$ cat src/rtl/pwm_multi.sv
// pwm_multi: multi-channel PWM with one shared period counter.
// A prescaler generates count ticks; the counter runs edge-aligned (0..TOP)
// or centre-aligned (0..TOP..1). Duty values are written into shadow
// registers and copied into the active set only at a period boundary.
//
// state   | meaning
// --------+-----------------------------------------------------------
// ST_UP   | counter incrementing (always the state in edge mode)
// ST_DOWN | centre mode, counter decrementing back toward the boundary
module pwm_multi #(
  parameter int CHANNELS   = 4,
  parameter int WIDTH      = 8,
  parameter int PRESCALE_W = 8,
  localparam int CH_W      = (CHANNELS > 1) ? $clog2(CHANNELS) : 1
) (
  input  logic                  clk,
  input  logic                  reset,
  input  logic                  wr_en,
  input  logic [CH_W-1:0]       wr_ch,
  input  logic [WIDTH-1:0]      wr_duty,
  input  logic [WIDTH-1:0]      period,
  input  logic [PRESCALE_W-1:0] prescale,
  input  logic                  center_mode,
  input  logic [CHANNELS-1:0]   ch_en,
  output logic [CHANNELS-1:0]   pwm_out,
  output logic                  period_start
);

  typedef enum logic {ST_UP = 1'b0, ST_DOWN = 1'b1} dir_t;

  dir_t                  state_q, state_d;
  logic [PRESCALE_W-1:0] pcnt_q;
  logic                  tick;
  logic [WIDTH-1:0]      cnt_q, cnt_d;
  logic                  mode_q;
  logic                  boundary;
  logic                  boundary_q;
  logic [WIDTH-1:0]      shadow_q [CHANNELS];
  logic [WIDTH-1:0]      active_q [CHANNELS];
  logic [CHANNELS-1:0]   pwm_d;

  assign tick = (pcnt_q == prescale);

  // Prescaler: wraps to 0 on the clock where it matches prescale.
  always_ff @(posedge clk) begin
    if (reset) begin
      pcnt_q <= '0;
    end else if (tick) begin
      pcnt_q <= '0;
    end else begin
      pcnt_q <= pcnt_q + 1'b1;
    end
  end

  // State register: direction, counter value and latched alignment mode.
  always_ff @(posedge clk) begin
    if (reset) begin
      state_q <= ST_UP;
      cnt_q   <= '0;
      mode_q  <= 1'b0;
    end else begin
      state_q <= state_d;
      cnt_q   <= cnt_d;
      if (boundary) begin
        mode_q <= center_mode;
      end
    end
  end

  // Next-state: advance the counter on each tick; >= compares absorb a
  // period that was lowered below the current count.
  always_comb begin
    state_d = state_q;
    cnt_d   = cnt_q;
    if (tick) begin
      if (!mode_q) begin
        state_d = ST_UP;
        cnt_d   = (cnt_q >= period) ? '0 : cnt_q + 1'b1;
      end else if (state_q == ST_UP) begin
        if (cnt_q >= period) begin
          if (period == '0) begin
            cnt_d = '0;
          end else begin
            state_d = ST_DOWN;
            cnt_d   = cnt_q - 1'b1;
          end
        end else begin
          cnt_d = cnt_q + 1'b1;
        end
      end else begin
        // cnt<=1 also catches a reversal that landed directly on 0
        if (cnt_q <= WIDTH'(1)) begin
          state_d = ST_UP;
          cnt_d   = '0;
        end else begin
          cnt_d = cnt_q - 1'b1;
        end
      end
    end
  end

  // Output decode: boundary tick and per-channel compare on pre-edge values.
  always_comb begin
    boundary = 1'b0;
    if (tick) begin
      if (!mode_q) begin
        boundary = (cnt_q >= period);
      end else if (state_q == ST_UP) begin
        boundary = (cnt_q >= period) && (period == '0);
      end else begin
        boundary = (cnt_q <= WIDTH'(1));
      end
    end
    for (int i = 0; i < CHANNELS; i++) begin
      pwm_d[i] = ch_en[i] & (active_q[i] > cnt_q);
    end
  end

  // Duty registers: shadow takes writes, active reloads at each boundary.
  always_ff @(posedge clk) begin
    if (reset) begin
      for (int i = 0; i < CHANNELS; i++) begin
        shadow_q[i] <= '0;
        active_q[i] <= '0;
      end
    end else begin
      for (int i = 0; i < CHANNELS; i++) begin
        if (boundary) begin
          active_q[i] <= shadow_q[i];
        end
        if (wr_en && (32'(wr_ch) == i)) begin
          shadow_q[i] <= wr_duty;
        end
      end
    end
  end

  // Registered outputs; period_start lands with the first sample of the
  // new period, one edge after the boundary tick itself.
  always_ff @(posedge clk) begin
    if (reset) begin
      pwm_out      <= '0;
      boundary_q   <= 1'b0;
      period_start <= 1'b0;
    end else begin
      pwm_out      <= pwm_d;
      boundary_q   <= boundary;
      period_start <= boundary_q;
    end
  end

endmodule

$ cat config.mk
export PLATFORM = sky130hd
export DESIGN_NAME = pwm_multi
export DESIGN_NICKNAME = d
export VERILOG_FILES = /design/src/rtl/pwm_multi.sv
export SDC_FILE = /design/constraint.sdc
export NUM_CORES = 1
export LEC_CHECK = 0
export ABC_AREA = 1
export CORE_MARGIN = 4
export CORE_UTILIZATION = 40
export DETAILED_ROUTE_END_ITERATION = 6
export DONT_BUFFER_PORTS = 1
export GPL_ROUTABILITY_DRIVEN = 1
export SETUP_SLACK_MARGIN = 0.1
export SLEW_MARGIN = 5
export SYNTH_ARGS = -nofsm -noshare
export SYNTH_HDL_FRONTEND = slang
export SYNTH_SLANG_ARGS = --single-unit
export TNS_END_PERCENT = 50
$ cat constraint.sdc
create_clock -name clk -period 3.8 [get_ports clk]
set_input_delay 1.14 -clock clk [delete_from_list [all_inputs] [get_ports clk]]
set_output_delay 1.14 -clock clk [all_outputs]
set_load 0.02 [all_outputs]
==> flow_summary.ini, run 1 <==
[run_status]
status = completed

[synth]
synth-edff-count = 64
ys_types = 28
syn_inst = 549
synth_most_common_cell = inv_1
yosysWarnings = 0
synth_area_leaders = edfxtp_1 39%, ha_1 11%, dfxtp_1 9.7%
syn_avg_cell_area_um2 = 9.02
synth_top_area_share_pct = 38.8
synth.net_count = 627
synth_area_um2 = 4950
synthFlopType = edfxtp_1
async_flop_share_pct = 0
synth-seq-area-share_pct = 48.5
yosys_register_bits = 88
synth_commonest_cells = 102 x inv_1, 95 x nand2_1, 74 x nor2_1, 64 x edfxtp_1, 44 x ha_1
yosysTopAreaCell = edfxtp_1

[cts]
cts_tree = yes
cts_htree_levels = 3
cts.path.max_buffers = 2
cts.sinks = 88
clk_pin_slew_ns = 0.07
root_buffer = clkbuf_16
clkLatencyLatePin_ns = 0.34
postCtsSetupBuffers = 0
ctsResizeCount = 0
cts_hold_buffers = 0
cts_made_buffers = 9

[worst_setup_path]
cp-start-kind = input port
crit_fanout = 33
cp.arrival_ns = 2.71
cp-end-kind = flip-flop
worst_ep_required_time_ns = 3.80
crit_type = input port to flip-flop

[sta]
setup_viol = 0
timing.final.crit_share_pct = 71.4
tightest_slew_ns = 0.420
rsz0062_at_grt = no
fin_crit_ns = 2.71
slew_violations = 0
fmax_mhz = 368
finalHoldViolations = 0
finClkSkew_ns = 0.00833
relSlewSlack_pct = 72.0
fin_tns_setup_ns = 0

[cells_and_area]
fillers = 1178
syn_to_final_growth_pct = 9.73
stdcell_count = 728
final_layout_size_suffix_gt1_share_pct = 10.2
fin_area_um2 = 5430
antenna_cells = 0
num-nets-final = 633

[routing]
dr_total_vias = 3419
drt_wl_total_um = 9420
vias_per_cell = 4.70
drtIter0Drc = 101
wl_per_cell_um = 12.9
drt_pass1_iterations = 4
route.detailed.drc = 0
postRouteAntennaNets = 0

[global_routing]
met1_usage_pct = 17.6
grt_pass1_vias = 3394
grt_usage_pct = 14.4
antenna_found_initial = 0
grt_first_pass_wirelength_um = 16200
use_met3_pct = 3.94
grt_max_degree = 34
met2_usage_pct = 23.1
overflow = 0
top_usage_layer = met2

[power_and_ir_drop]
switching_power_w = 0.000507
p_per_area_nw_per_um2 = 383
p_total_w = 0.00208
p_clk_share_pct = 41.7
p_comb_share_pct = 5.9
peakVddDrop_mv = 0.196
seq_power_share_pct = 52.4
p_int_w = 0.00157
switching_share_pct = 24.4
p_leak_nw = 2.42

[die]
core_area_um2 = 12100
initial_core_util_pct = 41.0
pin_count = 39
rows = 40
die_x_um = 119
die_h_um = 119
die_area_um2 = 14200

[flow_run]
drv_cap = 0

[min_path]
hp-class = flip-flop to flip-flop

[placed_design]
place_area_um2 = 5140
hpwl_um = 7280
gp_congestion = 0.877
numPortBuffers = 0
dp.cells = 712
worst max-delay path: stages:
cell and delay (ns):
inv_1 0.02, ha_1 0.29, nand2_1 0.07, nor2_1 0.14, nand4_1 0.12, nand4_1 0.31, nand2_1 0.13, nand2_1 0.10
buf_4 0.37
cells in the final DEF, fill, tap and decap left out:
master,netlist,layout
a211oi_1,1,1
a21o_1,1,1
a21oi_1,19,19
a31oi_1,3,3
buf_12,0,1
buf_4,0,2
clkbuf_16,0,9
clkinvlp_4,0,1
dfxtp_1,24,24
edfxtp_1,64,64
ha_1,44,44
inv_1,102,102
inv_2,6,6
inv_6,0,3
inv_8,0,3
nand2_1,95,95
nand3_1,30,30
nand3_4,1,1
nand4_1,15,15
nor2_1,74,74
nor2_2,10,10
nor2_4,21,21
nor3_1,3,3
o211ai_1,2,2
o21ai_0,11,11
o21bai_1,2,2
o22ai_1,1,1
xnor2_1,3,3
xor2_1,9,9
logic make-up after synthesis:
logic type,Yosys count,share of synthesized area (%)
xor+xnor,12,2.12
compound gates,40,4.45
simple gates,249,24.4
flops,88,48.5
buf+inv,116,9.33
fa+ha+maj,44,11.1
sequential cells by signal, summed over array words and instances, names as in the netlist:
name          cells
cnt_q             8
boundary_q        1
pcnt_q            8
state_q           1
active_q         32
shadow_q         32
pwm_out           4
mode_q            1
period_start      1
power by group through the flow:
stage / Clock (W) / Combinational, W / Sequential [W]
after floorplan: 0 / 0.0000973 / 0.00111
final: 0.000866 / 0.000123 / 0.00109
after global routing: 0.000932 / 0.000144 / 0.00109
after CTS: 0.000887 / 0.000124 / 0.00109
after detailed placement: 0 / 0.000124 / 0.00111
after global placement: 0 / 0.000117 / 0.00111
final timing paths:
path / from / endpoint / slack [ns] / cells past startpoint
hold reg to reg: boundary_q / period_start / 0.41 / 2
setup / recovery: period[7] / active_q[2][7] / 1.09 / 9
hold / removal: boundary_q / period_start / 0.41 / 2
setup reg to reg: cnt_q[0] / active_q[2][7] / 1.23 / 12
routing by layer:
layer	vias to the layer above	wire length [um]
li1	1778	-
met1	1543	4290
met2	70	4330
met3	28	410
met4	0	380
met5	-	0
stage by stage:
step | setup slack [ns] | hold WS [ns] | util (%)
global route | 0.839 | 0.444 | 45.0
detailed placement | 0.769 | 0.402 | 42.6
global placement | 0.793 | 0.393 | 42.6
floorplan | 0.588 | 0.388 | -
CTS | 1.10 | 0.404 | 45.0
finish | 1.09 | 0.408 | 45.0
final cells by class:
class,instances,area [um2],area share [%]
clock buffers,9,225,4.15
clock inverters,7,67.6,1.24
inverters,108,405,7.46
multi-input cells,345,2090,38.4
flip-flops and latches,88,2400,44.2
well taps,168,210,3.87
repair buffers,3,35.0,0.645
No activity file was read; power rests on OpenSTA's default activity.
==> run 2, diff against run 1 <==
==> constraint.sdc (replaced) <==
create_clock -name clk -period 2.2 [get_ports clk]
set_input_delay 0.66 -clock clk [delete_from_list [all_inputs] [get_ports clk]]
set_output_delay 0.66 -clock clk [all_outputs]
set_load 0.02 [all_outputs]
==> flow_summary.ini, run 2 (synthesis gave the netlist of run 1 again) <==
[sta]
fin_tns_setup_ns = 0
timing.final.crit_share_pct = 89.6
slew_violations = 0
rsz0062_at_grt = no
relSlewSlack_pct = 72.3
fin_crit_ns = 1.97
finClkSkew_ns = 0.00882
hold-worst-slack_ns = 0.381
finalWorstSetupSlack_ns = 0.228
fmax_mhz = 507
finalHoldViolations = 0
setup_viol = 0
tightest_slew_ns = 0.414

[cts]
cts.path.max_buffers = 2
clk_pin_slew_ns = 0.07
cts_htree_levels = 3
cts_hold_buffers = 0
root_buffer = clkbuf_16
cts_tree = yes
cts.sinks = 88
cts_made_buffers = 9
clkLatencyLatePin_ns = 0.34

[flow_run]
drv_cap = 0

[worst_setup_path]
cp-start-kind = flip-flop
cp.arrival_ns = 2.06
cp-end-kind = flip-flop
crit_path_max_incr_delay_ns = 0.41
cp_common_cell = nor2_1
crit_fanout = 18
worst_ep_required_time_ns = 2.29
crit_type = flip-flop to flip-flop
path_cells = inv_1 -> ha_1 -> o211ai_1 -> nor2_1 -> nor2_2 -> nor2_4 -> nand3_4 -> buf_12 -> nor2_1
crit_path_top_delay_cell = dfxtp_2
reg2regPathDepth = 9

[routing]
vias_per_cell = 4.64
wl_per_cell_um = 13.0
route.detailed.drc = 0
drt_wl_total_um = 9630
drt_pass1_iterations = 4
drtIter0Drc = 144
postRouteAntennaNets = 0
dr_total_vias = 3435

[power_and_ir_drop]
peakVddDrop_mv = 0.469
switching_power_w = 0.000891
switching_share_pct = 24.7
seq_power_share_pct = 52.0
p_leak_nw = 2.48
p_comb_share_pct = 6.2
p_int_w = 0.00272
p_per_area_nw_per_um2 = 638
p_clk_share_pct = 41.8

[placed_design]
gp_congestion = 0.872
hpwl_um = 7480
numPortBuffers = 0
place_ws_ns = -0.0526
dp.cells = 724

[cells_and_area]
fillers = 1167
stdcell_count = 741
num-nets-final = 646
final_cell_mix = 95 x inv_1, 91 x nand2_1, 72 x nor2_1, 64 x edfxtp_1, 37 x ha_1
syn_to_final_growth_pct = 14.5
final_common_cell = inv_1
antenna_cells = 0
top_regs = active_q: 32 flops, shadow_q: 32 flops
final_layout_size_suffix_gt1_share_pct = 15.9

[die]
die_area_um2 = 14200
pin_count = 39
core_area_um2 = 12100
initial_core_util_pct = 41.0
die_h_um = 119
die_x_um = 119
rows = 40

[global_routing]
grt_pass1_vias = 3566
grt_usage_pct = 14.5
grt_max_degree = 34
grt_first_pass_wirelength_um = 16300
antenna_found_initial = 0
overflow = 0

[min_path]
min_path_cells = 1
hp-class = input port to flip-flop

[run_status]
status = completed
==> run 2: cell count changes in the layout (fill, tap and decap cells not counted), moves of 2 or more <==
cell	previous run	this run
nand2_1	95	91
nor2_1	74	72
nand2_2	0	3
nor2_2	10	12
ha_1	44	37
inv_1	102	95
buf_4	2	14
inv_2	6	11
ha_4	0	7
==> run 2: cell type report <==
type	instances	area, um2	share of cell area [%]
clock buffer	9	225	3.97
multi-input combinational	345	2200	38.9
sequential	88	2400	42.4
timing repair buffer	16	145	2.56
clock inverter	7	67.6	1.19
inverter	108	413	7.29
tap	168	210	3.71
==> run 2: stage by stage <==
| stage | total power [W] | util (%) | cell area [um2] |
|---|---|---|---|
| detailed placement | 0.00215 | 44.5 | 5360 |
| global route | 0.00377 | 47.0 | 5670 |
| finish | 0.00361 | 47.0 | 5670 |
| CTS | 0.00366 | 46.9 | 5660 |
| floorplan | 0.00209 | - | 5090 |
| global placement | 0.00214 | 44.5 | 5360 |
==> run 2: final timing paths <==
path / start / endpoint / slack [ns]
setup / recovery: cnt_q[1] / active_q[2][1] / 0.23
hold / removal: reset / period_start / 0.38
setup reg to reg: cnt_q[1] / active_q[2][1] / 0.23
hold reg to reg: boundary_q / period_start / 0.41
==> run 2: power by group through the flow <==
stage | Clock (W) | Combinational (W) | Sequential (W)
CTS | 0.00155 | 0.000230 | 0.00188
floorplan | 0 | 0.000179 | 0.00191
global placement | 0 | 0.000220 | 0.00192
global route | 0.00162 | 0.000261 | 0.00189
detailed placement | 0 | 0.000229 | 0.00192
finish | 0.00151 | 0.000225 | 0.00188
==> run 2: layer usage <==
metal / GRT usage, % / share of wire (%)
met5: 0 / 0
met1: 17.3 / 45
met3: 2.61 / 3.4
met2: 24.9 / 49
met4: 7.24 / 1.7
==> run 2: what timing repair did <==
| item | in CTS | in global routing |
|---|---|---|
| endpoints found under the setup margin | 14 | 68 |
| gates resized for setup | 1 | 1 |
| buffers inserted | 0 | 1 |
| endpoints found under the hold margin | 0 | 0 |
| pin swaps | 0 | 1 |
==> run 2: critical path, delay by kind of cell, from the launching register on <==
kind | cells | cell delay [ns]
simple gates | 5 | 0.53
flops | 1 | 0.41
buf+inv | 2 | 0.32
fa+ha+maj | 1 | 0.25
compound gates | 1 | 0.20
